$ cat src/rtl/dmem_arbiter.sv
// Shares the single-port data memory between the CPU MEM stage and the DMA/debug loader port.
// Define DMEM_ARBITER_STATS_EN to build the stall/grant statistics counters.
module dmem_arbiter #(
   parameter int unsigned ADDR_W   = 8,
   parameter int unsigned DATA_W   = 32,
   parameter int unsigned MAX_WAIT = 4
) (
   input  logic              clk_i,
   input  logic              rst_i,

   input  logic              cpu_req_i,
   input  logic              cpu_we_i,
   input  logic [1:0]        cpu_size_i,
   input  logic [ADDR_W-1:0] cpu_addr_i,
   input  logic [DATA_W-1:0] cpu_wdata_i,
   output logic              cpu_gnt_o,
   output logic              cpu_stall_o,
   output logic              cpu_rvalid_o,
   output logic [DATA_W-1:0] cpu_rdata_o,

   input  logic              dma_req_i,
   input  logic              dma_we_i,
   input  logic [1:0]        dma_size_i,
   input  logic [ADDR_W-1:0] dma_addr_i,
   input  logic [DATA_W-1:0] dma_wdata_i,
   output logic              dma_gnt_o,
   output logic              dma_rvalid_o,
   output logic [DATA_W-1:0] dma_rdata_o,

   output logic [ADDR_W-1:0] mem_address_o,
   output logic [DATA_W-1:0] mem_write_data_o,
   output logic [1:0]        mem_ctrl_read_o,
   output logic [1:0]        mem_ctrl_write_o,
   input  logic [DATA_W-1:0] mem_read_data_i,

   output logic [15:0]       stat_cpu_stall_o,
   output logic [15:0]       stat_dma_gnt_o
);

   // Memory size encoding for "no access" (BYTE=01, HALFWORD=10, WORD=11)
   localparam logic [1:0]        SIZE_NONE = 2'b00;
   localparam int unsigned       WAIT_W    = $clog2(MAX_WAIT + 1);
   localparam logic [WAIT_W-1:0] WAIT_MAX  = WAIT_W'(MAX_WAIT);

   logic              cpu_gnt_c;
   logic              dma_gnt_c;
   logic              dma_force_c;
   logic              sel_we_c;
   logic [1:0]        sel_size_c;
   logic [ADDR_W-1:0] sel_addr_c;
   logic [DATA_W-1:0] sel_wdata_c;

   logic [WAIT_W-1:0] wait_cnt_q;
   logic              rd_pend_q;
   logic              rd_dma_q;

   // DMA is forced through once it has been denied MAX_WAIT cycles in a row
   assign dma_force_c = dma_req_i && (wait_cnt_q == WAIT_MAX);

   always_comb begin
      cpu_gnt_c = 1'b0;
      dma_gnt_c = 1'b0;
      if (!rst_i) begin
         if (dma_force_c) begin
            dma_gnt_c = 1'b1;
         end else if (cpu_req_i) begin
            cpu_gnt_c = 1'b1;
         end else if (dma_req_i) begin
            dma_gnt_c = 1'b1;
         end
      end
   end

   assign cpu_gnt_o   = cpu_gnt_c;
   assign dma_gnt_o   = dma_gnt_c;
   assign cpu_stall_o = cpu_req_i & ~cpu_gnt_c;

   always_comb begin
      sel_we_c    = cpu_we_i;
      sel_size_c  = cpu_size_i;
      sel_addr_c  = cpu_addr_i;
      sel_wdata_c = cpu_wdata_i;
      if (dma_gnt_c) begin
         sel_we_c    = dma_we_i;
         sel_size_c  = dma_size_i;
         sel_addr_c  = dma_addr_i;
         sel_wdata_c = dma_wdata_i;
      end
   end

   always_ff @(posedge clk_i) begin
      if (rst_i) begin
         wait_cnt_q <= '0;
      end else if (!dma_req_i || dma_gnt_c) begin
         wait_cnt_q <= '0;
      end else if (wait_cnt_q != WAIT_MAX) begin
         wait_cnt_q <= wait_cnt_q + WAIT_W'(1);
      end
   end

   // Issue stage: drive the memory bus and tag the access with its owner
   always_ff @(posedge clk_i) begin
      if (rst_i) begin
         mem_address_o    <= '0;
         mem_write_data_o <= '0;
         mem_ctrl_read_o  <= SIZE_NONE;
         mem_ctrl_write_o <= SIZE_NONE;
         rd_pend_q        <= 1'b0;
         rd_dma_q         <= 1'b0;
      end else begin
         mem_ctrl_read_o  <= SIZE_NONE;
         mem_ctrl_write_o <= SIZE_NONE;
         rd_pend_q        <= 1'b0;
         if (cpu_gnt_c || dma_gnt_c) begin
            mem_address_o    <= sel_addr_c;
            mem_write_data_o <= sel_wdata_c;
            rd_pend_q        <= ~sel_we_c;
            rd_dma_q         <= dma_gnt_c;
            if (sel_we_c) begin
               mem_ctrl_write_o <= sel_size_c;
            end else begin
               mem_ctrl_read_o  <= sel_size_c;
            end
         end
      end
   end

   // Response stage: capture read data and steer it to the owning port
   always_ff @(posedge clk_i) begin
      if (rst_i) begin
         cpu_rvalid_o <= 1'b0;
         dma_rvalid_o <= 1'b0;
         cpu_rdata_o  <= '0;
         dma_rdata_o  <= '0;
      end else begin
         cpu_rvalid_o <= rd_pend_q & ~rd_dma_q;
         dma_rvalid_o <= rd_pend_q & rd_dma_q;
         if (rd_pend_q && !rd_dma_q) begin
            cpu_rdata_o <= mem_read_data_i;
         end
         if (rd_pend_q && rd_dma_q) begin
            dma_rdata_o <= mem_read_data_i;
         end
      end
   end

`ifdef DMEM_ARBITER_STATS_EN
   logic [15:0] stall_cnt_q;
   logic [15:0] dma_cnt_q;

   always_ff @(posedge clk_i) begin
      if (rst_i) begin
         stall_cnt_q <= '0;
         dma_cnt_q   <= '0;
      end else begin
         if (cpu_stall_o && (stall_cnt_q != 16'hFFFF)) begin
            stall_cnt_q <= stall_cnt_q + 16'd1;
         end
         if (dma_gnt_c && (dma_cnt_q != 16'hFFFF)) begin
            dma_cnt_q <= dma_cnt_q + 16'd1;
         end
      end
   end

   assign stat_cpu_stall_o = stall_cnt_q;
   assign stat_dma_gnt_o   = dma_cnt_q;
`else
   assign stat_cpu_stall_o = '0;
   assign stat_dma_gnt_o   = '0;
`endif

endmodule

$ cat config.mk
export PLATFORM = sky130hd
export DESIGN_NAME = dmem_arbiter
export DESIGN_NICKNAME = d
export VERILOG_FILES = /design/src/rtl/dmem_arbiter.sv
export SDC_FILE = /design/constraint.sdc
export NUM_CORES = 1
export LEC_CHECK = 0
export BUFFER_PORTS_ARGS = -buffer_cell sky130_fd_sc_hd__buf_2
export CAP_MARGIN = 20
export CORE_UTILIZATION = 36
export DETAILED_ROUTE_END_ITERATION = 10
export PLACE_DENSITY = 0.66
export SYNTH_ARGS = -nofsm -noshare
export SYNTH_HDL_FRONTEND = slang
export SYNTH_SLANG_ARGS = --single-unit
$ cat constraint.sdc
create_clock -name clk_i -period 2.1 [get_ports clk_i]
set_clock_uncertainty 0.15 [all_clocks]
set_input_delay 0.21 -clock clk_i [delete_from_list [all_inputs] [get_ports clk_i]]
set_output_delay 0.21 -clock clk_i [all_outputs]
set_load 0.02 [all_outputs]
==> results.md <==
* Comb pwr share at 16.0%
* Die height at 119.9 microns
* Seq/Total Area, Yosys at 46.03%
* Core area at 13400 sq um
* Area delta synth->final at 61.85%
* Final setup TNS at 0 ns
* H-tree depth at 4
* Cell family with most CP delay: buffers and inverters
* Tot Pwr at 6.601 mW
* Die area at 14370 sq um
* Slew HR at 55.34%
* Hold crit path type: input port to flip-flop
* Drt drc at 0
* Die width at 119.9 microns
* Clock power frac at 48.5%
* Worst setup SP type: flip-flop
* CP bufs+invs at 3
* Pin count of the biggest net entering global routing at 64
* Layout cell share with drive strength beyond 1 at 32.98%
* Fin crit share at 93.85%
* Post-route cell area at 8094 sq um
* Global-route wire length before repair at 26010 microns
* Synth Instances at 599
* CP required at 1.74 ns
* DRT antenna net count at 0
* Slowest CP cell: dfxtp_1
* Worst endpoint data arrival time at 1.61 ns
* Final Max Tran Viols at 0
* Initial Util at 37.32%
* Dpl cell area at 6151 sq um
* CTS tree: built
* RSZ-0062 raised after global routing: false
* Setup crit end kind: primary output
* Vias at 5570
* Synth top area share at 46.03%
* Switching share of power at 24.84%
* Clock Sink Count at 115
* Buffers on Ports at 234
* Ys flop type: dfxtp_1
* Fin nets at 1057
* Slowest stage delay, CP at 0.32 ns
* Layout fillers at 1108
* Synth cell types at 36
* Status: finished, final reports clean
* Routed len/inst at 14.96 microns
* Hold Fails Final Rpt at 0
* Cell Rows at 42
* Worst slew pin tran at 0.6698 ns
* Post-detail-place hpwl at 9280 microns
* Seq pwr share at 35.5%
* Global-route usage over all layers at 23.29%
* Fmax at 0.5074 GHz
* WS Path Type: flip-flop to primary output
* FFs w/ async S/R, synth at 0%
* Post-synth EDFFs at 0
* Starting DRT DRC Count at 419
* I/O pins at 267
* Worst Path Max Fanout at 12
* Synth area leaders: dfxtp_1, nand2_1, a311oi_2, a21oi_1, buf_4
* Syn_area_per_cell at 8.349 sq um
* Final setup violation count at 0
* Setup WS post-layout at 0.1292 ns
* Max_cap viols at 0
* Pre-CTS WS at 0.3455 ns
* Largest area contributor in the netlist: dfxtp_1
* Synth Register Bits at 115
* Leak at 3.554 nW
* GP Congestion at 0.8085
* Yosys warning count at 0
* Via density at 4.964
* Inserted Clock Buffers at 17
* P per Cell Area at 815.5 nW/um^2
* Clock tree root driver cell: clkbuf_16
* Vias in the first global route at 5397
* Peak supply drop at 0.0004755 V
* Critical-path cell list: inv_1 -> ha_2 -> a21boi_4 -> buf_12 -> nor2_1 -> buf_2
* WHS at 0.04073 ns
* Final min period at 1.971 ns
* Net switching power at 1.640 mW
* Initial DRT Pass Iterations at 5
* Int Pwr at 4.961 mW
* Post-Syn Area at 5001 sq um
* Antenna Diode Count at 0
* Clk buf depth at 2
* Routed WL at 16780 microns
* Clock latency on the worst-skew pair at 0.41 ns
* Initial antenna violation count at 0
* Total congestion overflow at 0
* Clock transition at the registers of the reported paths at 0.05 ns
cell usage after synthesis (3+ instances only):
cell type  number
nor2b_1         5
buf_2          16
a311oi_1       16
a21oi_1        69
o21ai_0         9
nand2_1       129
a311oi_2       24
buf_6           4
nand3_1        41
nor2_1         44
dfxtp_1       115
o21ai_1        33
clkbuf_1       20
buf_1           3
buf_4          43
cell usage in the layout (no fill, tap or decap), types with 2 or more instances in the layout:
cell	instances
o21ai_0	9
nand4_1	2
conb_1	32
nor2_1	44
o21ai_1	33
dlygate4sd3_1	120
o21bai_1	2
clkbuf_16	17
a21oi_1	69
bufbuf_16	2
nand2_1	129
buf_2	233
buf_12	5
inv_1	2
clkbuf_8	7
bufinv_16	4
o211ai_1	2
buf_4	11
dfxtp_1	115
a311oi_1	16
nand4b_1	2
nor2b_1	4
a311oi_2	24
nand3_1	41
tightest hold or removal path: cells and delay by family:
| kind | cells | cell delay (ns) |
|---|---|---|
| buf+inv | 1 | 0.15 |
| compound gates | 2 | 0.19 |
layout make-up:
cell class	instances	area [sq um]	share of cell area [%]
multi-input combinational	426	2282	28.20
sequential	115	2302	28.44
inverter	2	7.507	0.09275
clock inverter	7	141.4	1.747
tap	176	220.2	2.721
timing repair buffer	371	2615	32.31
clock buffer	25	525.5	6.493
power by group through the flow:
stage | logic [mW] | clock network (mW) | registers, mW
2_1_floorplan | 0.446 | 0 | 2.51
3_3_place_gp | 0.829 | 0 | 2.38
3_5_place_dp | 0.835 | 0 | 2.38
4_1_cts | 1.03 | 3.26 | 2.34
5_1_grt | 1.13 | 3.37 | 2.35
6_report | 1.06 | 3.20 | 2.34
cells by family after synthesis:
kind of cell    share of synthesized area (%)
simple gates                            19.36
compound gates                          22.89
flops                                   46.03
buf+inv                                 10.93
fa+ha+maj                              0.5003
mux                                    0.2002
other cells                           0.07498
state kept, by name, indices dropped and copies added, names as in the netlist, 2 cells and up:
register,count
cpu_rdata_o,32
dma_rdata_o,32
mem_address_o,8
mem_ctrl_read_o,2
mem_ctrl_write_o,2
mem_write_data_o,32
wait_cnt_q,3
metrics by stage:
step / util (%) / std cells
floorplan: - / 630
global placement: 45.90 / 967
detailed placement: 45.90 / 967
CTS: 60.38 / 1122
global route: 60.40 / 1122
finish: 60.40 / 1122
path summary, 6_finish.rpt:
kind                                        to                        start  depth (start not counted)  slack (ns)
min reg2reg        dma_rdata_o[8]$_SDFFE_PP0P_  dma_rdata_o[8]$_SDFFE_PP0P_                          2        0.30
max                                  dma_gnt_o   wait_cnt_q[0]$_SDFFE_PP0P_                          6        0.13
max reg2reg  mem_write_data_o[24]$_SDFFE_PP0P_   wait_cnt_q[0]$_SDFFE_PP0P_                          7        0.21
min                      rd_dma_q$_SDFFE_PP0P_                    cpu_req_i                          3        0.04
routing by layer:
layer	track usage, %	part of all wire [%]
met1	25.93	40
met2	39.88	48
met3	6.797	8.3
met4	12.50	3.2
met5	0	0
what timing repair did:
action                     in CTS  in global routing
pin swaps                       1                  0
cloned                          2                  0
gates resized for setup         0                  1
setup buffers                   1                  0
setup endpoints to repair       1                  2
hold buffers                  120                  0
hold endpoints to repair      111                  0
Power figures use the tool's default switching activity.
